$ cat config.mk
export PLATFORM = sky130hd
export DESIGN_NAME = change_return_dispenser
export DESIGN_NICKNAME = d
export VERILOG_FILES = /design/src/rtl/change_return_dispenser.sv
export SDC_FILE = /design/constraint.sdc
export NUM_CORES = 1
export LEC_CHECK = 0
export ABC_AREA = 1
export ABC_CLOCK_PERIOD_IN_PS = 3800
export CAP_MARGIN = 20
export CORE_MARGIN = 1.5
export CORE_UTILIZATION = 65
export CTS_CLUSTER_SIZE = 25
export DETAILED_ROUTE_END_ITERATION = 10
export DONT_BUFFER_PORTS = 1
export PLACE_DENSITY = 0.81
export SYNTH_ARGS = -nofsm -noshare
export SYNTH_HDL_FRONTEND = slang
export SYNTH_SLANG_ARGS = --single-unit
$ cat constraint.sdc
create_clock -name clk -period 3.8 [get_ports clk]
set_input_delay 0.57 -clock clk [delete_from_list [all_inputs] [get_ports clk]]
set_output_delay 0.57 -clock clk [all_outputs]
set_load 0.05 [all_outputs]
$ cat src/rtl/change_return_dispenser.sv
// Change return dispenser: idle timer, return request handling and greedy one-coin-per-cycle payout.
// Optional feature macro: RETURN_COUNT_EN adds o_return_count (coins dispensed in current/last return).
module change_return_dispenser #(
  parameter int NUM_COINS  = 3,
  parameter int NUM_ITEMS  = 4,
  parameter int TOTAL_BITS = 31,
  parameter int WAIT_TIME  = 100,
  parameter int COIN_VAL0  = 100,
  parameter int COIN_VAL1  = 500,
  parameter int COIN_VAL2  = 1000
) (
  input  logic                  clk,
  input  logic                  reset,
  input  logic [NUM_COINS-1:0]  i_input_coin,
  input  logic [NUM_ITEMS-1:0]  i_select_item,
  input  logic                  i_trigger_return,
  input  logic [TOTAL_BITS-1:0] i_balance_total,
  output logic [NUM_COINS-1:0]  o_return_coin,
  output logic                  o_return_flag,
  output logic [31:0]           o_wait_time,
`ifdef RETURN_COUNT_EN
  output logic [7:0]            o_return_count,
`endif
  output logic                  o_busy
);

  typedef enum logic [1:0] {
    IDLE   = 2'd0,
    RETURN = 2'd1,
    DONE   = 2'd2
  } state_t;

  state_t                state_r, state_s;
  logic [TOTAL_BITS-1:0] remain_r, remain_s;
  logic                  pending_r, pending_s;
  logic [31:0]           wait_r, wait_s;
  logic [NUM_COINS-1:0]  coin_r, coin_s;
  logic                  flag_r, flag_s;
  logic                  busy_r, busy_s;
  logic                  reload_s, timeout_s, request_s, fit_s;
  int                    sel_s;

  // Coin value table, zero-extended to the balance width.
  function automatic logic [TOTAL_BITS-1:0] coin_val(input int idx);
    logic [TOTAL_BITS-1:0] val;
    if (idx == 0)      val = TOTAL_BITS'(COIN_VAL0);
    else if (idx == 1) val = TOTAL_BITS'(COIN_VAL1);
    else if (idx == 2) val = TOTAL_BITS'(COIN_VAL2);
    else               val = {TOTAL_BITS{1'b0}};
    return val;
  endfunction

  // Largest denomination that still fits in the remaining amount.
  always_comb begin
    sel_s = 0;
    fit_s = 1'b0;
    for (int k = 0; k < NUM_COINS; k++) begin
      if (coin_val(k) <= remain_r) begin
        sel_s = k;
        fit_s = 1'b1;
      end else begin
        sel_s = sel_s;
      end
    end
  end

  // Next-state, timer and registered-output decode.
  always_comb begin
    state_s   = state_r;
    remain_s  = remain_r;
    pending_s = pending_r;
    wait_s    = 32'(WAIT_TIME);
    coin_s    = {NUM_COINS{1'b0}};
    flag_s    = 1'b0;
    reload_s  = (|i_input_coin) | (|i_select_item);
    timeout_s = (wait_r == 32'd0) && !reload_s;
    request_s = i_trigger_return | pending_r;
    case (state_r)
      IDLE: begin
        if (reload_s)               wait_s = 32'(WAIT_TIME);
        else if (wait_r != 32'd0)   wait_s = wait_r - 32'd1;
        else                        wait_s = wait_r;
        // A coin landing with the request defers it until the balance absorbs the coin.
        if (request_s && (|i_input_coin)) begin
          pending_s = 1'b1;
        end else if (request_s || timeout_s) begin
          pending_s = 1'b0;
          if (i_balance_total != {TOTAL_BITS{1'b0}}) begin
            state_s  = RETURN;
            remain_s = i_balance_total;
            wait_s   = 32'(WAIT_TIME);
          end else begin
            state_s = IDLE;
          end
        end else begin
          pending_s = pending_r;
        end
      end
      RETURN: begin
        if (fit_s) begin
          coin_s   = NUM_COINS'(1'b1) << sel_s;
          remain_s = remain_r - coin_val(sel_s);
        end else begin
          state_s = DONE;
          flag_s  = 1'b1;
        end
      end
      DONE: begin
        state_s = IDLE;
      end
      default: begin
        state_s   = IDLE;
        remain_s  = {TOTAL_BITS{1'b0}};
        pending_s = 1'b0;
      end
    endcase
    busy_s = (state_s != IDLE);
  end

  // State and output registers.
  always_ff @(posedge clk) begin
    if (reset) begin
      state_r   <= IDLE;
      remain_r  <= {TOTAL_BITS{1'b0}};
      pending_r <= 1'b0;
      wait_r    <= 32'(WAIT_TIME);
      coin_r    <= {NUM_COINS{1'b0}};
      flag_r    <= 1'b0;
      busy_r    <= 1'b0;
    end else begin
      state_r   <= state_s;
      remain_r  <= remain_s;
      pending_r <= pending_s;
      wait_r    <= wait_s;
      coin_r    <= coin_s;
      flag_r    <= flag_s;
      busy_r    <= busy_s;
    end
  end

`ifdef RETURN_COUNT_EN
  logic [7:0] count_r;

  // Coins dispensed in the current or most recent return sequence.
  always_ff @(posedge clk) begin
    if (reset) begin
      count_r <= 8'd0;
    end else if (state_r == IDLE && state_s == RETURN) begin
      count_r <= 8'd0;
    end else if (coin_s != {NUM_COINS{1'b0}}) begin
      count_r <= count_r + 8'd1;
    end else begin
      count_r <= count_r;
    end
  end

  assign o_return_count = count_r;
`endif

  assign o_return_coin = coin_r;
  assign o_return_flag = flag_r;
  assign o_wait_time   = wait_r;
  assign o_busy        = busy_r;

endmodule

==> results.rst, run 1 <==
.. list-table::
   :header-rows: 1

   * - Metric
     - Value
   * - Share of Yosys cell area claimed by the top area cell type
     - between 20% and 30%
   * - Share of synthesized cell area in and, or, nand and nor gates
     - between 40% and 50%
   * - Total global routing overflow
     - 0
   * - Largest net degree at the start of global routing
     - just under 60
   * - Seq pwr share
     - approximately 36%
   * - Clock input transition at the sequential cells of the worst setup and hold paths
     - roughly 0.08 ns
   * - Nature of the critical path endpoint
     - flop
   * - Residual antenna-violating net count after detailed routing
     - 0
   * - Total Power Consumption
     - between 2 and 3 mW
   * - Source-to-sink clock delay at the later pin of the worst-skew pair
     - around 0.36 ns
   * - First-pass detailed-route iteration total
     - 6
   * - Worst min-delay path category
     - primary input to flop
   * - Met3 usage
     - between 6 and 7%
   * - Top cells by area in the synthesized netlist
     - dfxtp_1 (29%), nand2_1 (17%), nor2_1 (14%), inv_1 (8.5%), nand3_1 (6.2%)
   * - Finished Core Util
     - a little under three quarters
   * - Power density over the cells
     - between 400 and 500 nW/µm²
   * - Category of the worst setup path launch point
     - flop
   * - Worst IR drop on VDD
     - around 0.32 mV
   * - Core box area
     - about 7300 µm²
   * - Switching share of power
     - a little over two fifths
   * - Number of CTS-inserted buffers
     - 9
   * - Die H
     - around 90 µm
   * - Number of I/O pins
     - 78
   * - Count of flip-flops with a built-in enable after synthesis
     - 0
   * - Leakage
     - around 2.5 nW
   * - Final layout net count
     - approximately 900
   * - Measured slew at the worst slew-check pin
     - 0.688 ns
   * - Mean routed wirelength per cell
     - between 10 and 15 µm
   * - Combinational family with the most area after synthesis
     - simple AND/OR/NAND/NOR gates
   * - Combined global-route utilization of all metal layers
     - 34.4%
   * - Routed via count divided by cell count
     - between 5 and 6
   * - Initial Utilization
     - approximately 68%
   * - Busiest metal layer after global routing
     - met2
   * - WP data required
     - between 4 and 5 ns
   * - Grt met1 use
     - between 30% and 40%
   * - Critical path peak fanout
     - 5
   * - CTS Root Buffer Type
     - clkbuf_8
   * - Clock Skew
     - 0.0123 ns
   * - First-pass GRT wire length
     - ~23000 µm
   * - Maximum level of the CTS H-tree
     - 3
   * - Total number of vias
     - approximately 5400
   * - Die W
     - between 90 and 100 µm
   * - DR DRC count
     - 0
   * - Post-layout min period
     - 3.40 ns
   * - Total standard cell area after synthesis
     - between 4000 and 5000 µm²
   * - Yosys warning total
     - 0
   * - Post-CTS Setup Inserts
     - 0
   * - Final-layout setup total negative slack
     - 0 ns
   * - First-iteration detailed-routing DRC count
     - around 290
   * - Fraction of the mapped netlist area in adder cells
     - around 3.7%
   * - Async set or reset register ratio after synthesis
     - 0%
   * - Final routed wirelength across all metal layers
     - 13700 µm
   * - Register bit total from synthesis
     - 71
   * - Relative area change from synthesis to final layout
     - 6.40%
   * - Final slew viol count
     - 0
   * - Post-synthesis compound-gate area fraction
     - 10.4%
   * - CTS tree
     - done
   * - Post-Syn Instances
     - 847
   * - Share of layout cells above drive strength 1
     - about 5.6%
   * - Relative slew slack
     - 54.1%
   * - Detail Placement HPWL
     - 10200 µm
   * - Antenna violations before repair
     - 0
   * - P_int
     - 1.51 mW
   * - Final setup violation count
     - 0
   * - Number of antenna repair diodes
     - 0
   * - Standard-cell row count
     - 31
   * - Number of gates resized after cts
     - 0
   * - Post-synthesis xor/xnor area fraction
     - under 10%
   * - Final hold violations
     - 0
   * - Count of cell types in the netlist
     - just over 40
   * - Max Fclk
     - between 200 and 300 MHz
   * - Most used DFF post-synth
     - dfxtp_1
   * - Combinational cell fraction of total power
     - a little under two fifths
   * - Worst setup margin
     - 0.401 ns
   * - Clock power share
     - 26.9%
   * - Routability-driven placement congestion ratio
     - between 0.9 and 1
   * - Max-cap check violation count
     - 0
   * - Met2 track demand over resource in global routing
     - between 60 and 70%
   * - Seq/Total Area, Yosys
     - between 20 and 30%
   * - Power spent charging and discharging nets
     - about 1.1 mW
   * - Buffers from clock root to sink, at most
     - 2
   * - Setup repair after global routing missed its margin
     - false
   * - Number of clock sinks seen by CTS
     - 71
   * - Cell type with the highest aggregate area in the netlist
     - dfxtp_1
   * - Path type of the worst setup path
     - flop to flop
   * - Post-placement worst setup slack
     - ~0.36 ns
   * - Via count of the first global-routing pass
     - 5127
   * - Die Outline Area
     - just over 8000 µm²
   * - Result of the run
     - finished clean
   * - Share of the clock period used by the worst path after layout
     - between 80 and 90%
   * - Synthesized area per cell
     - a little under 6 µm²
   * - Number of port buffers
     - 0
   * - Most instantiated library cell after synthesis
     - nand2_1
   * - Crit path DAT
     - ~3.7 ns
   * - Proportion of synthesized area in mux cells
     - 0%
   * - Ranking of synthesized cells by instance count
     - nand2_1 (219), nor2_1 (183), inv_1 (111), dfxtp_1 (71), nand3_1 (61)
   * - Cts hold-fix bufs
     - 0
-- cells in the final DEF (no fill, tap or decap), types with 5 or more instances in the layout --
| cell type | instances |
|---|---|
| nand2_1 | 218 |
| nor2_1 | 178 |
| inv_1 | 111 |
| dfxtp_1 | 71 |
| nand3_1 | 61 |
| o21ai_0 | 42 |
| a21oi_1 | 36 |
| nor3_1 | 20 |
| nand4_1 | 17 |
| ha_1 | 13 |
| nor2_2 | 9 |
| clkbuf_8 | 9 |
| buf_4 | 5 |
-- per-stage QoR --
stage          cell area, µm²  cells  hold WS (ns)
3_5_place_dp             4990    934         0.504
6_report                 5240    950         0.276
3_3_place_gp             4990    934         0.497
4_1_cts                  5210    950         0.275
5_1_grt                  5240    950         0.278
2_1_floorplan            4930    848         0.483
-- power groups by stage --
stage	registers (mW)	clock network (mW)	logic [mW]
after floorplan	0.915	0	0.744
after global placement	0.939	0	0.903
after detailed placement	0.940	0	0.927
after CTS	0.924	0.699	0.932
after global routing	0.942	0.728	1.10
final	0.931	0.698	0.968
-- flip-flops by register name (all words and copies together), names as in the netlist --
signal	flops
remain_r	31
o_return_coin	3
o_wait_time	32
pending_r	1
o_return_flag	1
o_busy	1
state_r	2
-- cell families (layout without fill, tap and decap cells) --
family / Yosys count / count (layout)
AO/OA/AOI/OAI: 95 / 95
XOR/XNOR: 6 / 6
adder cells (fa/ha/maj): 14 / 14
buffers and inverters: 134 / 137
flip-flops: 71 / 71
other: 1 / 2
AND/OR/NAND/NOR: 526 / 526
-- final timing paths --
kind | cells after the start | to | startpoint | slack [ns]
max reg2reg | 21 | remain_r[23] | remain_r[19] | 0.40
min | 1 | pending_r | reset | 0.28
min reg2reg | 2 | pending_r | pending_r | 0.52
max | 21 | remain_r[23] | remain_r[19] | 0.40
-- layout make-up --
type | instances | area [µm²]
multi-input combinational | 643 | 3000
fill | 676 | 2050
sequential | 71 | 1420
inverter | 116 | 435
clock buffer | 10 | 128
tap | 99 | 124
clock inverter | 6 | 93.8
timing repair buffer | 5 | 37.5
-- critical path, stage by stage (launching register included) --
cell,delay (ns)
dfxtp_1,0.35
nor2_2,0.17
nand2_1,0.10
inv_1,0.12
nand4_1,0.12
inv_1,0.12
o2111ai_1,0.11
a31oi_1,0.22
buf_4,0.19
nand2_1,0.08
ha_1,0.32
a21oi_1,0.16
nand2_1,0.13
nand2_1,0.08
nand2_1,0.09
a21oi_1,0.39
inv_1,0.12
o21ai_0,0.16
nand3_1,0.08
nand2_1,0.07
nor2_1,0.04
nor2_1,0.11
-- routing by layer --
metal  wire, µm  vias up  share of wire (%)
li1           -     2678                  -
met1       5360     2427                 39
met2       6840      252                 50
met3       1100       37                8.0
met4        391        0                2.9
met5          0        -                  0
No activity file was read; power rests on OpenSTA's default activity.
==> run 2: changes to the inputs <==
--- a/config.mk
+++ b/config.mk
@@ -8,7 +8,6 @@
 export ABC_AREA = 1
 export ABC_CLOCK_PERIOD_IN_PS = 3800
 export CAP_MARGIN = 20
-export CORE_MARGIN = 1.5
 export CORE_UTILIZATION = 65
 export CTS_CLUSTER_SIZE = 25
 export DETAILED_ROUTE_END_ITERATION = 10
==> run 2 against run 1 <==
Against the previous run:
- cell count is 0.11% higher
- utilization is 0.65 points lower
- hold slack better by 0.0093 ns
- die area is 2.2% lower
- power is 5.0% lower
- global-route usage is 0.48 points higher
- clock skew is 0.0022 ns lower
- critical path depth stayed put
- sequential share of layout area is 0.25 points higher
- wire length is 0.32% higher
- combinational power is 0.5% higher
==> results.rst, run 2 (same netlist as run 1, synthesis figures left out) <==
.. list-table::
   :header-rows: 1

   * - Metric
     - Value
   * - Result of the run
     - finished clean (unchanged)
   * - Final hold violations
     - 0 (unchanged)
   * - Clock power share
     - 22.9% (was 26.9%)
   * - Leakage
     - 2.53 nW (was 2.55 nW)
   * - Clock Skew
     - 0.0101 ns (was 0.0123 ns)
   * - Seq pwr share
     - 37.7% (was 35.9%)
   * - Setup repair after global routing missed its margin
     - false (unchanged)
   * - Via count of the first global-routing pass
     - 4860 (was 5127)
   * - Worst setup margin
     - 0.350 ns (was 0.401 ns)
   * - First-pass detailed-route iteration total
     - 5 (was 6)
   * - Residual antenna-violating net count after detailed routing
     - 0 (unchanged)
   * - Final routed wirelength across all metal layers
     - 13700 µm (about the same)
   * - Routability-driven placement congestion ratio
     - 0.958 (was 0.961)
   * - Critical path peak fanout
     - 5 (unchanged)
   * - Worst min-delay path category
     - primary input to flop (unchanged)
   * - Worst Hold Depth
     - 1 (unchanged)
   * - Post-place instance area
     - 5000 µm² (was 4990 µm²)
   * - Finished Core Util
     - 71.2% (was 71.8%)
   * - Buffers from clock root to sink, at most
     - 2 (unchanged)
   * - First-pass GRT wire length
     - 21100 µm (was 22800 µm)
   * - Crit path DAT
     - 3.73 ns (was 3.70 ns)
   * - Standard-cell row count
     - 31 (unchanged)
   * - Max-cap check violation count
     - 0 (unchanged)
   * - Most used cells in the layout excluding fill and tap cells
     - nand2_1 (218), nor2_1 (180), inv_1 (110), dfxtp_1 (71), nand3_1 (61) (was nand2_1 (218), nor2_1 (178), inv_1 (111), dfxtp_1 (71), nand3_1 (61))
   * - Power density over the cells
     - 475 nW/µm² (was 496 nW/µm²)
   * - Detail Placement HPWL
     - 10400 µm (was 10200 µm)
   * - Final setup violation count
     - 0 (unchanged)
   * - Final worst hold slack
     - 0.285 ns (was 0.276 ns)
   * - Path type of the worst setup path
     - flop to flop (unchanged)
   * - Filler-free cell count of the finished design
     - 951 (was 950)
   * - Final slew viol count
     - 0 (unchanged)
   * - WP data required
     - 4.08 ns (was 4.10 ns)
   * - Core box area
     - 7290 µm² (unchanged)
   * - Flip-flop count of the largest register, all copies and words added
     - 32 (unchanged)
   * - Finished Cell Area
     - 5190 µm² (was 5240 µm²)
   * - Mean routed wirelength per cell
     - 14.4 µm (about the same)
   * - Initial Utilization
     - 67.5% (unchanged)
   * - Antenna violations before repair
     - 0 (unchanged)
   * - Share of the clock period used by the worst path after layout
     - 90.8% (was 89.4%)
   * - Largest net degree at the start of global routing
     - 59 (unchanged)
   * - Source-to-sink clock delay at the later pin of the worst-skew pair
     - 0.35 ns (was 0.36 ns)
   * - Combined global-route utilization of all metal layers
     - 34.9% (was 34.4%)
   * - Die Outline Area
     - 7930 µm² (was 8110 µm²)
   * - Critical path cell sequence
     - nor2_1, nand2_1, inv_1, nand4_1, inv_1, o2111ai_1, a31oi_1, buf_4, nand2_1, ha_1, a21oi_1, nand2_1, nand2_1, nand2_1, a21oi_2, inv_1, o21ai_0, nand3_1, nand2_1, nor2_1, nor2_1 (was nor2_2, nand2_1, inv_1, nand4_1, inv_1, o2111ai_1, a31oi_1, buf_4, nand2_1, ha_1, a21oi_1, nand2_1, nand2_1, nand2_1, a21oi_1, inv_1, o21ai_0, nand3_1, nand2_1, nor2_1, nor2_1)
   * - Worst IR drop on VDD
     - 0.330 mV (was 0.316 mV)
   * - CTS tree
     - done (unchanged)
   * - Number of I/O pins
     - 78 (unchanged)
   * - Number of buffers and inverters on the critical path
     - 4 (unchanged)
   * - Max Fclk
     - 290 MHz (was 294 MHz)
   * - Die W
     - 89.0 µm (was 90.0 µm)
   * - P_int
     - 1.38 mW (was 1.51 mW)
   * - Top Family by Delay on Critical Path
     - simple AND/OR/NAND/NOR gates (unchanged)
   * - Number of fill cells
     - 666 (was 676)
   * - Most common cell after layout, fill and taps aside
     - nand2_1 (unchanged)
   * - Dominant cell type by count on the critical path
     - nand2_1 (unchanged)
   * - Combinational cell fraction of total power
     - 39.4% (was 37.3%)
   * - Post-layout min period
     - 3.45 ns (was 3.40 ns)
   * - Longest individual stage delay on the worst path
     - 0.34 ns (was 0.39 ns)
   * - Switching share of power
     - 44.3% (was 42.0%)
   * - Cts hold-fix bufs
     - 0 (unchanged)
   * - Nature of the critical path endpoint
     - flop (unchanged)
   * - Total global routing overflow
     - 0 (unchanged)
   * - First-iteration detailed-routing DRC count
     - 270 (was 289)
   * - CTS Root Buffer Type
     - clkbuf_8 (unchanged)
   * - Power spent charging and discharging nets
     - 1.09 mW (about the same)
   * - Post-CTS Setup Inserts
     - 0 (unchanged)
   * - Total number of vias
     - 5420 (was 5394)
   * - Routed via count divided by cell count
     - 5.70 (was 5.68)
   * - Crit path depth
     - 21 (unchanged)
   * - Number of port buffers
     - 0 (unchanged)
   * - Share of layout cells above drive strength 1
     - 5.63% (was 5.64%)
   * - Measured slew at the worst slew-check pin
     - 0.689 ns (was 0.688 ns)
   * - DR DRC count
     - 0 (unchanged)
   * - Maximum level of the CTS H-tree
     - 3 (unchanged)
   * - Total Power Consumption
     - 2.47 mW (was 2.60 mW)
   * - Die H
     - 89.0 µm (was 90.0 µm)
   * - Number of antenna repair diodes
     - 0 (unchanged)
   * - Number of gates resized after cts
     - 0 (unchanged)
   * - Length in cells of the worst reg-to-reg path
     - 21 (unchanged)
   * - Critical path's slowest cell
     - dfxtp_1 (was a21oi_1)
   * - Clock input transition at the sequential cells of the worst setup and hold paths
     - 0.09 ns (was 0.08 ns)
   * - Post-Place Cells
     - 935 (was 934)
   * - Number of CTS-inserted buffers
     - 9 (unchanged)
   * - Category of the worst setup path launch point
     - flop (unchanged)
   * - Number of clock sinks seen by CTS
     - 71 (unchanged)
   * - Relative area change from synthesis to final layout
     - 5.44% (was 6.40%)
   * - Final-layout setup total negative slack
     - 0 ns (unchanged)
   * - Final layout net count
     - 902 (was 901)
   * - Relative slew slack
     - 54.0% (was 54.1%)
   * - Post-placement worst setup slack
     - 0.291 ns (was 0.359 ns)
==> run 2: cell types whose count changed in the layout (fill, tap and decap cells not counted), moves of 2 or more <==
cell and change:
nor2_2 -2, bufinv_16 -2, nor2_1 +2, clkinvlp_4 +2
==> run 2: metal layers <==
layer | GRT usage, % | up-vias | share of wire [%]
met5 | 0 | - | 0
met4 | 15.7 | 0 | 3.4
met3 | 7.48 | 38 | 7.3
met2 | 65.7 | 230 | 50
met1 | 37.4 | 2463 | 39
li1 | - | 2689 | -
==> run 2: final cells by class <==
| cell class | count | area [µm²] | share of cell area (%) |
|---|---|---|---|
| timing repair buffer | 6 | 45.0 | 0.868 |
| inverter | 116 | 435 | 8.39 |
| sequential | 71 | 1420 | 27.4 |
| clock inverter | 6 | 45.0 | 0.868 |
| multi-input combinational | 643 | 2990 | 57.7 |
| tap | 99 | 124 | 2.39 |
| clock buffer | 10 | 128 | 2.46 |
==> run 2: power by group through the flow <==
stage,clock network [mW],logic (mW),registers (mW)
3_5_place_dp,0,0.941,0.942
5_1_grt,0.594,1.10,0.937
2_1_floorplan,0,0.744,0.915
6_report,0.565,0.973,0.931
3_3_place_gp,0,0.916,0.938
4_1_cts,0.568,0.945,0.925
==> run 2: worst paths after layout <==
| path | start | to | slack [ns] |
|---|---|---|---|
| worst max-delay path | remain_r[19] | remain_r[23] | 0.35 |
| worst min-delay path | reset | pending_r | 0.29 |
| worst min register to register | pending_r | pending_r | 0.53 |
| worst max register to register | remain_r[19] | remain_r[23] | 0.35 |
